==> src/rtl/alu_arbiter.sv <==
// alu_arbiter: round-robin sharing of one combinational ALU between two requesters.
// One operation in flight; operands/opcode are registered onto the ALU inputs and
// held for MULT_LAT cycles on a multiply so the ALU path can be multicycle.
// Optional feature macro: ALU_ARB_STATS_EN adds saturating grant/overflow counters.
module alu_arbiter #(
  parameter int unsigned DATA_W   = 32,
  parameter int unsigned MULT_LAT = 3,
  // {funct,type} encoding of {`MULT,`R_TYPE}; must match the ALU's opcodes.vh
  parameter logic [6:0]  MULT_OP  = 7'h18
) (
  input  logic              clk,
  input  logic              rst,
  input  logic              req0_valid,
  output logic              req0_ready,
  input  logic [DATA_W-1:0] req0_a,
  input  logic [DATA_W-1:0] req0_b,
  input  logic [6:0]        req0_op,
  input  logic              req1_valid,
  output logic              req1_ready,
  input  logic [DATA_W-1:0] req1_a,
  input  logic [DATA_W-1:0] req1_b,
  input  logic [6:0]        req1_op,
  output logic [DATA_W-1:0] alu_a,
  output logic [DATA_W-1:0] alu_b,
  output logic [6:0]        alu_opcode,
  input  logic [DATA_W-1:0] alu_out,
  input  logic [3:0]        alu_cc,
  output logic              rsp_valid,
  input  logic              rsp_ready,
  output logic              rsp_id,
  output logic [DATA_W-1:0] rsp_out,
  output logic [3:0]        rsp_cc
`ifdef ALU_ARB_STATS_EN
  ,
  output logic [15:0]       stat_grant0,
  output logic [15:0]       stat_grant1,
  output logic [15:0]       stat_ovf
`endif
);

  localparam int unsigned OP_W   = 7;
  localparam int unsigned CC_W   = 4;
  localparam int unsigned CNT_W  = 4;
  localparam int unsigned STAT_W = 16;

  typedef enum logic [1:0] {
    IDLE = 2'd0,
    EXEC = 2'd1,
    RESP = 2'd2
  } state_t;

  state_t              state_q, state_d;
  logic                last_q, last_d;
  logic [CNT_W-1:0]    cnt_q, cnt_d;
  logic [DATA_W-1:0]   alu_a_q, alu_a_d;
  logic [DATA_W-1:0]   alu_b_q, alu_b_d;
  logic [OP_W-1:0]     alu_op_q, alu_op_d;
  logic                rsp_valid_q, rsp_valid_d;
  logic                rsp_id_q, rsp_id_d;
  logic [DATA_W-1:0]   rsp_out_q, rsp_out_d;
  logic [CC_W-1:0]     rsp_cc_q, rsp_cc_d;

  logic                grant0_c, grant1_c;
  logic                capture_c;
  logic [OP_W-1:0]     win_op_c;

  // Arbitration: only in IDLE and out of reset; ties go to the requester that did not win last
  always_comb begin
    grant0_c = 1'b0;
    grant1_c = 1'b0;
    if (!rst && state_q == IDLE) begin
      if (req0_valid && (!req1_valid || last_q)) begin
        grant0_c = 1'b1;
      end else if (req1_valid) begin
        grant1_c = 1'b1;
      end
    end
  end

  // Next-state and datapath update for the IDLE/EXEC/RESP sequence
  always_comb begin
    state_d     = state_q;
    last_d      = last_q;
    cnt_d       = cnt_q;
    alu_a_d     = alu_a_q;
    alu_b_d     = alu_b_q;
    alu_op_d    = alu_op_q;
    rsp_valid_d = rsp_valid_q;
    rsp_id_d    = rsp_id_q;
    rsp_out_d   = rsp_out_q;
    rsp_cc_d    = rsp_cc_q;
    capture_c   = 1'b0;
    win_op_c    = grant1_c ? req1_op : req0_op;
    case (state_q)
      IDLE: begin
        if (grant0_c || grant1_c) begin
          alu_a_d  = grant1_c ? req1_a : req0_a;
          alu_b_d  = grant1_c ? req1_b : req0_b;
          alu_op_d = win_op_c;
          rsp_id_d = grant1_c;
          last_d   = grant1_c;
          cnt_d    = (win_op_c == MULT_OP) ? CNT_W'(MULT_LAT - 1) : '0;
          state_d  = EXEC;
        end
      end
      EXEC: begin
        if (cnt_q != '0) begin
          cnt_d = cnt_q - CNT_W'(1);
        end else begin
          capture_c   = 1'b1;
          rsp_out_d   = alu_out;
          rsp_cc_d    = alu_cc;
          rsp_valid_d = 1'b1;
          state_d     = RESP;
        end
      end
      RESP: begin
        if (rsp_ready) begin
          rsp_valid_d = 1'b0;
          state_d     = IDLE;
        end
      end
      default: begin
        state_d = IDLE;
      end
    endcase
  end

  // State and datapath registers; reset drops any in-flight operation
  always_ff @(posedge clk) begin
    if (rst) begin
      state_q     <= IDLE;
      last_q      <= 1'b1;
      cnt_q       <= '0;
      alu_a_q     <= '0;
      alu_b_q     <= '0;
      alu_op_q    <= '0;
      rsp_valid_q <= 1'b0;
      rsp_id_q    <= 1'b0;
      rsp_out_q   <= '0;
      rsp_cc_q    <= '0;
    end else begin
      state_q     <= state_d;
      last_q      <= last_d;
      cnt_q       <= cnt_d;
      alu_a_q     <= alu_a_d;
      alu_b_q     <= alu_b_d;
      alu_op_q    <= alu_op_d;
      rsp_valid_q <= rsp_valid_d;
      rsp_id_q    <= rsp_id_d;
      rsp_out_q   <= rsp_out_d;
      rsp_cc_q    <= rsp_cc_d;
    end
  end

`ifdef ALU_ARB_STATS_EN
  logic [STAT_W-1:0] stat_g0_q, stat_g1_q, stat_ovf_q;

  // Saturating activity counters
  always_ff @(posedge clk) begin
    if (rst) begin
      stat_g0_q  <= '0;
      stat_g1_q  <= '0;
      stat_ovf_q <= '0;
    end else begin
      if (grant0_c && stat_g0_q != '1) stat_g0_q <= stat_g0_q + STAT_W'(1);
      if (grant1_c && stat_g1_q != '1) stat_g1_q <= stat_g1_q + STAT_W'(1);
      if (capture_c && (alu_cc[1] || alu_cc[2]) && stat_ovf_q != '1)
        stat_ovf_q <= stat_ovf_q + STAT_W'(1);
    end
  end

  assign stat_grant0 = stat_g0_q;
  assign stat_grant1 = stat_g1_q;
  assign stat_ovf    = stat_ovf_q;
`endif

  assign req0_ready = grant0_c;
  assign req1_ready = grant1_c;
  assign alu_a      = alu_a_q;
  assign alu_b      = alu_b_q;
  assign alu_opcode = alu_op_q;
  assign rsp_valid  = rsp_valid_q;
  assign rsp_id     = rsp_id_q;
  assign rsp_out    = rsp_out_q;
  assign rsp_cc     = rsp_cc_q;

endmodule

==> config.mk <==
export PLATFORM = sky130hd
export DESIGN_NAME = alu_arbiter
export DESIGN_NICKNAME = d
export VERILOG_FILES = /design/src/rtl/alu_arbiter.sv
export SDC_FILE = /design/constraint.sdc
export NUM_CORES = 1
export LEC_CHECK = 0
export ABC_AREA = 1
export CORE_AREA = 2 2 113 115
export CTS_CLUSTER_SIZE = 20
export DETAILED_ROUTE_END_ITERATION = 10
export DIE_AREA = 0 0 115 117
export PLACE_DENSITY = 0.87
export SLEW_MARGIN = 30
export SYNTH_ARGS = -nofsm -noshare
export SYNTH_HDL_FRONTEND = slang
export SYNTH_SLANG_ARGS = --single-unit
==> constraint.sdc <==
create_clock -name clk -period 4.6 [get_ports clk]
set_clock_uncertainty 0.2 [all_clocks]
set_input_delay 0.92 -clock clk [delete_from_list [all_inputs] [get_ports clk]]
set_output_delay 0.92 -clock clk [all_outputs]
set_load 0.01 [all_outputs]
# Word-level counts from Yosys, hierarchy flattened
# Index checks and enable logic that the tools add are counted.
# totals
out_inout_bits	111
regBits	116
word_cells	53
input_bits	183
# op_classes
eq_ne	7
n_reduce_logical	15
mux	19
n_addsub	1
bitwise_logic	1
# ops
operator	count
$mux 32	2
$reduce_and 3->1	3
$mux 2	4
$mux 4	2
$pmux 4 s2	1
$eq 7x5->1 const B	1
$mux 1	7
$mux 7	1
$ne 2x2->1 const B	3
$pmux 2 s3	1
$reduce_and 2->1	2
$reduce_bool 2->1	2
$reduce_bool 4->1	1
$sub 4x1->4 const B	1
$eq 2x1->1 const B	1
$eq 2x2->1 const B	1
$logic_and 1x1->1	2
$logic_not 1->1	2
$logic_not 2->1	1
$logic_or 1x1->1	2
$ne 2x1->1 const B	1
$pmux 1 s2	1
$not 1->1	1

# Depth between registers and ports, before layout
# Gate-level depths: netlist of the first run.
# logic_depth
depth_word	10
depth_mapped	10
depth_no_buf	10

# Worst setup path before layout of the first run
# Ideal clock, no wire load.
# synth_path
kind	input port to output port
from	input port req1_valid
to	output port req1_ready
required_ps	3480
arrival_time_ps	1581
cell_stages	5
n_path_buf	1
path_slack_ps	1899
cell_sequence	inv_1 -> a21oi_4 -> nand2_8 -> clkinv_2 -> buf_2
# synth_between
elab_chain_cells	5
word_cells_on_any_way	6
cone_classes	mux: 3; reduce/logical: 3
# synth_lines
element	line	text
from (decl)	18	input logic req1_valid,
$logic_not 1->1	72	if (req0_valid && (!req1_valid || last_q)) begin
$logic_or 1x1->1	72	
$logic_and 1x1->1	72	
$mux 1 *	72	
$mux 1 *	71	if (!rst && state_q == IDLE) begin
to (decl)	19	output logic req1_ready,
# Every way passes the cells marked *; elsewhere a longest branch is shown, timed or not.

# Final worst setup path of the first run
# layout_path
from	input port rst
to	output port req0_ready
# layout_between
elab_chain_cells	3
# layout_lines
element	line	text
from (decl)	12	input logic rst,
$logic_not 1->1	71	
$logic_and 1x1->1	71	
$mux 1	71	
to (decl)	14	output logic req0_ready,
# No other way between the ends.

==> results by stage, run 1 <==
Synth:
- The xor-xnor portion of the synthesized cell area is 0.00179.
- The number of flip-flops and latches in the synthesized netlist is around 120.
- The number of flops mapped to enable cells by yosys is 0.
- Synthesis produced a netlist with a net count of 823.
- The adder-cell area share of the yosys netlist is 0.00512.
- Synthesis handed over a netlist of approximately 640 instances.
- The share of the yosys chip area belonging to registers is 0.475.
- After synthesis, the share of flip-flops with an asynchronous set or reset is 0.
- The main combinational cell family by area after synthesis is simple AND/OR/NAND/NOR gates.
- The mux cell area share after synthesis is 0.
- The count of cell types in the netlist is 31.
- The simple-gate share of the synthesized area is 0.227.
- The summed instance area of the synthesized netlist is about 4900 µm².
- The per-instance average area after synthesis is between 7 and 8 µm².
- The total number of yosys warnings is 0.
- The leading register cell type out of synthesis is sky130_fd_sc_hd__dfxtp_1.
- The synthesized-area fraction occupied by ao, oa, aoi and oai cells was 0.206.

Die:
- The number of rows created at floorplan is 41.
- During I/O placement, the number of pins put on the boundary was 294.
- For this configuration, the core starts out at a cell density of 0.397.
- The die outline height is 117 µm.
- The die width is approximately 120 µm.
- The floorplan step defined a die boundary enclosing between 10,000 and 15,000 µm².
- The core outline area is roughly 12,000 µm².

Placed design:
- Detailed placement ended at an HPWL of 11.6 mm.
- Counting tap cells, the placed design contains a total of 1,037 instances.
- Input and output buffers added on the ports amount to 293.
- The last weighted congestion value of the routability-driven placer is between 0.7 and 0.8.
- Before CTS, the worst setup slack after placement is 917 ps.

Run status:
- The flow ran to the end, and the final reports show no timing, DRC or antenna violations.

Setup path:
- The highest fanout seen on the critical path is 9.
- The worst register-to-register path begins at state_q[1].
- In this run the critical register-to-register path is captured at alu_b[12].
- The category of the critical setup timing path is input port to output port.
- At the worst endpoint, the arrival time is around 2600 ps.
- The setup slack of the most critical reg-to-reg path is roughly 2100 ps.
- The most critical setup path has its startpoint at rst.
- The cell count of the worst reg-to-reg path is 9.
- The worst setup path is launched from an input port.
- The data required time of the worst path is roughly 3500 ps.
- The worst setup path is captured at an output port.

Hold path:
- The number of instances on the worst hold path is 2.
- The path class of the lowest-slack min-delay path is flip-flop to flip-flop.
- The worst hold path startpoint is alu_opcode[3].
- The worst hold path terminates at alu_opcode[3].

Timing:
- The ratio of final minimum period to clock period is 0.803.
- The final number of max-transition violations was 0.
- The remaining max-slew budget at the tightest pin is 0.458.
- For the pin with the worst max-slew slack, the measured transition is slightly above 800 ps.
- Setup violations remaining at the end of the flow were counted as 0.
- For the final routed database, the setup TNS stands at 0 ps.
- Subtracting the final worst setup slack from the clock period gives approximately 3700 ps.
- Setup repair after global routing left no endpoint under its margin.
- Final hold analysis gives a worst-case slack of about 270 ps.
- The least setup slack across all paths after layout is 907 ps.
- The maximum operating frequency is about 0.27 GHz.
- The final hold violation count is 0.

Drt:
- The total DRC errors in the routed layout is 0.
- The detail route stage leaves a number of antenna-violating nets equal to 0.
- The overall via count from detail_route is ~5,400.
- Wires add up to roughly 17 mm.
- The starting DRC count in detailed routing is between 400 and 500.
- In the final routed layout, each cell accounts on average for roughly 16 µm.
- The via density per instance is between 5 and 6.
- The first TritonRoute pass finished after 5 iterations.

Cells and area:
- The final layout net count is around 1,100.
- The number of standard cells in the layout, taps in and fillers out is about 1,100.
- The library cell used most frequently in the layout, excluding fill and tap cells, is sky130_fd_sc_hd__clkdlybuf4s50_1.
- The layout overhead on the synthesized area is 72.5%.
- The layout cell share with drive strength beyond 1 is 0.0609.
- The count of antenna diodes in the layout is 0.
- The library cells used most frequently in the layout, excluding fill and tap cells, are 293 x sky130_fd_sc_hd__clkdlybuf4s50_1, 116 x sky130_fd_sc_hd__dfxtp_1, 106 x sky130_fd_sc_hd__nor2_1.
- The filler cells instantiated in the layout total between 900 and 1,000.

Power:
- The cell leakage power is ~3.4 nW.
- Power spread over the standard cell area amounts to approximately 420 nW/µm².
- The maximum ir drop on the vdd rail is 0.000277 V.

GRT:
- The combined global-route utilization of all metal layers is 0.238.
- The number of global-route vias before repair is 4,903.
- The pin count of the biggest net entering global routing is 73.
- The initial antenna violation count is 0.
- The first-pass GRT wire length is 25.0 mm.
- For this run the aggregate overflow at the end of global routing stands at 0.

CTS:
- The number of clock buffers added by TritonCTS is 17.
- The maximum level of the CTS H-tree is 4.
- The largest buffer count on any clock path is 2.
- The buffer type at the clock tree root is sky130_fd_sc_hd__clkbuf_16.
- The tree built by TritonCTS fans out to between 100 and 150 sinks.
- The CTS tree is built.
- The number of hold buffers added after CTS is 0.
- Once the clock tree was built, the setup fixing pass inserted 0 buffers.
- The later pin in the worst-skew pair is clocked with a latency of ~410 ps.
- The register clock-pin slew on the reported worst setup and hold paths is 50 ps.
- The post-cts resize count is 0.

Run:
- The number of max-cap violations is 0.
-- kinds of logic after synthesis --
family,count (synthesis)
AND/OR/NAND/NOR,261
AO/OA/AOI/OAI,183
flip-flops,116
buffers and inverters,75
adder cells (fa/ha/maj),2
XOR/XNOR,1
-- synthesized netlist by cell type, types with 2 or more instances --
cell	count	area, µm²
sky130_fd_sc_hd__nand2_1	104	390
sky130_fd_sc_hd__inv_2	5	18.8
sky130_fd_sc_hd__buf_4	2	15.0
sky130_fd_sc_hd__nor2_1	106	398
sky130_fd_sc_hd__a31oi_2	4	50.1
sky130_fd_sc_hd__buf_2	19	95.1
sky130_fd_sc_hd__buf_1	3	11.3
sky130_fd_sc_hd__buf_6	9	101
sky130_fd_sc_hd__buf_8	3	45.0
sky130_fd_sc_hd__ha_1	2	25.0
sky130_fd_sc_hd__o21ai_0	98	490
sky130_fd_sc_hd__clkbuf_1	12	45.0
sky130_fd_sc_hd__dfxtp_1	116	2320
sky130_fd_sc_hd__nand3_1	39	195
sky130_fd_sc_hd__a21oi_1	7	35.0
sky130_fd_sc_hd__nand2_4	2	22.5
sky130_fd_sc_hd__o21ai_1	36	180
sky130_fd_sc_hd__a31oi_1	35	219
sky130_fd_sc_hd__nand3b_1	5	37.5
sky130_fd_sc_hd__inv_1	20	75.1
-- critical path: stages --
cell and delay (ps):
sky130_fd_sc_hd__clkdlybuf4s50_1 610, sky130_fd_sc_hd__nor2_8 310, sky130_fd_sc_hd__nand2_4 100, sky130_fd_sc_hd__inv_1 70, sky130_fd_sc_hd__clkdlybuf4s50_1 560
-- routing by layer --
layer  GRT usage  vias to the layer above  share of wire
li1            -                     2674              -
met1       0.283                     2458           0.41
met2       0.391                      229           0.48
met3      0.0839                       35          0.081
met4       0.104                        0          0.029
met5           0                        -              0
-- area by class of cell --
class	count	area (µm²)	area share
multi-input cells	447	2150	0.255
inverters	26	98.8	0.0117
clock buffers	20	467	0.0554
flip-flops and latches	116	2320	0.275
repair buffers	298	2980	0.354
clock inverters	12	225	0.0267
well taps	150	188	0.0223
-- state kept, by name (all words and copies together), names as in the netlist --
register,count
alu_a,32
alu_b,32
alu_opcode,7
cnt_q,4
last_q,1
rsp_cc,4
rsp_id,1
rsp_out,32
rsp_valid,1
state_q,2
-- per-stage QoR --
stage / util / cell area [µm²] / power (mW)
2_1_floorplan: - / 4890 / 1.59
6_report: 0.685 / 8430 / 3.58
3_3_place_gp: 0.629 / 7740 / 2.04
3_5_place_dp: 0.629 / 7740 / 2.06
4_1_cts: 0.685 / 8430 / 3.60
5_1_grt: 0.685 / 8430 / 3.72
-- how the worst max path moves through the flow --
stage,end,depth (start not counted)
3_5_place_dp,cnt_q[0],8
5_1_grt,req0_ready,5
3_3_place_gp,req0_ready,5
4_1_cts,req0_ready,5
2_1_floorplan,req1_ready,5
6_report,req0_ready,5
-- where the power goes --
part | switching, mW | internal (mW) | leakage [nW]
Sequential | 0.0714 | 1.14 | 0.956
Combinational | 0.383 | 0.447 | 2.11
Clock | 0.474 | 1.06 | 0.328
Total | 0.929 | 2.65 | 3.39
Note: power is estimated with default switching activity, not from simulation.
==> run 2, diff against run 1 <==
- CORE_AREA: 2 2 113 115 -> unset
- CORE_UTILIZATION: unset -> 38
- DIE_AREA: 0 0 115 117 -> unset
- PLACE_DENSITY: 0.87 -> 0.84
- clock period: 4.6 -> 3.8 ns (I/O delays scaled with it)
==> run 2 against run 1 <==
  * Critical path type unchanged
  * Critical path depth stayed put
  * Final cell count is 2.2% higher
  * Flip-flop and latch count unchanged
==> results by stage, run 2 (same netlist as run 1, synthesis figures left out) <==
Run status:
- The run finished with clean final reports.

Hold path:
- The worst hold path belongs to the class flip-flop to flip-flop.
- Counting instances, the worst hold path has a depth of 2.

CTS:
- The root buffer cell chosen for the clock tree is sky130_fd_sc_hd__clkbuf_16.
- At the later pin of the worst-skew pair, clock insertion delay measures approximately 420 ps.
- The number of hold buffers added after CTS is 0.
- Buffers inserted during clock tree synthesis total 17.
- In this run, post-CTS repair resized a total of 0 instances.
- Counting every sink on the clock net gives 116.
- TritonCTS built the clock tree.
- The maximum level of the CTS H-tree is 4.
- After clock tree synthesis, the clock-pin slew on the worst setup and hold paths is 50 ps.
- In this run the deepest clock path goes through 2 buffers.
- The post-CTS setup buffer count is 0.

Timing:
- Setup repair after global routing left no endpoint under its margin.
- The time the worst path needs with I/O delays and setup is 3190 ps.
- The remaining max-slew budget at the tightest pin is 0.487.
- Dividing the final minimum period by the clock period gives 0.840.
- Static timing analysis puts the maximum clock frequency at about 0.31 GHz.
- The final number of max-transition violations is 0.
- The number of endpoints failing setup at the final stage is 0.
- The final hold violation count was 0.
- For the pin with the worst max-slew slack, the measured transition is around 770 ps.
- The setup TNS is 0 ps.

Placed design:
- Detailed placement finished with a half-perimeter wire length of 11.7 mm.
- After detailed placement, the design holds a cell count of about 1,100.
- The count of buffers inserted at the top-level ports is just under 300.
- The last weighted congestion value of the routability-driven placer is between 0.8 and 0.9.
- In this run the cell area measured after placement is 7800 µm².

Die:
- From bottom edge to top edge, the die measures between 100 and 150 µm.
- The effective utilization at floorplan is 0.389.
- The area enclosed by the die boundary is roughly 13,000 µm².
- The floorplan step defined a core boundary enclosing roughly 13,000 µm².
- The number of rows created at floorplan is a little over 40.
- The top-level port count is approximately 290.
- The die is ~120 µm wide.

Cells and area:
- The post-route standard cell area excluding fillers is 8350 µm².
- For this run, the number of standard cells in the final layout without fillers is between 1,000 and 1,500.
- For this run, the share of the core covered by cells in the final layout is 0.664.
- The library cells used most frequently in the layout, excluding fill and tap cells, are 293 x sky130_fd_sc_hd__clkdlybuf4s50_1, 116 x sky130_fd_sc_hd__dfxtp_1, 106 x sky130_fd_sc_hd__nor2_1.
- Leaving out fill and tap cells, the most frequent cell in the layout is sky130_fd_sc_hd__clkdlybuf4s50_1.
- The repair_antennas step left the layout with diodes totalling 0.
- The layout overhead on the synthesized area is 70.8%.
- The layout cell share with drive strength beyond 1 is 0.0576.
- For this run, the post-layout net count is around 1,100.

Drt:
- The detailed router placed 5,364 vias in this run.
- After detailed routing, the number of vias per cell comes to 4.91.
- The starting DRC count in detailed routing is 466.
- The first TritonRoute pass finished after 5 iterations.
- The wire length after detailed routing is 17.0 mm.
- Summed over all nets, wire length on met3 after detailed routing comes to around 1.2 mm.
- After detailed routing, the average wire length per cell comes to 15.5 µm.
- The routed length on met1 is just under 7 mm.
- The routed design uses 8.19 mm of met2 wire.
- For this run, design rule violations remaining after detail routing come to 0.
- The post-route antenna net violation count is 0.
- Signal routing reaches up to met4.

GRT:
- Global routing finished with a remaining overflow of 0.
- The number of global-route vias before repair is roughly 5,000.
- Entering global routing, the biggest net connects 102 pins.
- The initial antenna violation count is 0.
- In the global route stage, overall resource usage came out at 0.252.
- The first-pass GRT wire length is roughly 26 mm.

Power:
- For this design the static power due to leakage is 3.35 nW.
- The ratio of total power to cell area is about 480 nW/µm².
- The maximum ir drop on the vdd rail is 0.000301 V.
- The design draws about 4.0 mW.

Setup path:
- At the worst endpoint, the required time is between 2000 and 3000 ps.
- The cell count of the worst reg-to-reg path is 11.
- The highest fanout seen on the critical path is 8.
- The data arrival at the endpoint of the critical path is ~2200 ps.
- The setup path with the least slack is of type input port to output port.
- STA classifies the critical path startpoint as an input port.
- The worst setup path is captured at an output port.

Run:
- The number of max-cap violations is 0.
-- run 2: path summary, 6_finish.rpt --
kind / start / endpoint / slack (ps)
setup / recovery: req0_valid / req1_ready / 610
hold / removal: alu_opcode[3] / alu_opcode[3] / 270
setup reg to reg: state_q[1] / cnt_q[1] / 1640
hold reg to reg: alu_opcode[3] / alu_opcode[3] / 270
-- run 2: metrics by stage --
step | setup WS [ps] | hold slack (ps)
2_1_floorplan | 1420 | 240
3_3_place_gp | 627 | 251
3_5_place_dp | 610 | 263
4_1_cts | 606 | 272
5_1_grt | 537 | 292
6_report | 607 | 267
-- run 2: layer usage --
metal  up-vias  global-route usage
li1       2680                   -
met1      2407               0.301
met2       227               0.407
met3        50              0.0727
met4         0               0.142
met5         -                   0
-- run 2: final cells by class --
cell class	count	area, µm²
inverters	26	98.8
fillers	1031	4220
clock inverters	5	50.0
well taps	172	215
clock buffers	25	495
multi-input cells	447	2150
flip-flops and latches	116	2320
repair buffers	301	3020
-- run 2: report_power, final --
| group | switching [mW] | leakage, nW | internal (mW) |
|---|---|---|---|
| Sequential | 0.0828 | 0.956 | 1.38 |
| Clock | 0.537 | 0.273 | 0.955 |
| Combinational | 0.466 | 2.12 | 0.547 |
| Total | 1.09 | 3.35 | 2.89 |
-- run 2: critical path, stage by stage --
cell and delay [ps]:
sky130_fd_sc_hd__clkdlybuf4s50_1 470, sky130_fd_sc_hd__a21oi_4 330, sky130_fd_sc_hd__nand2_8 90, sky130_fd_sc_hd__clkinv_2 50, sky130_fd_sc_hd__clkdlybuf4s50_1 530
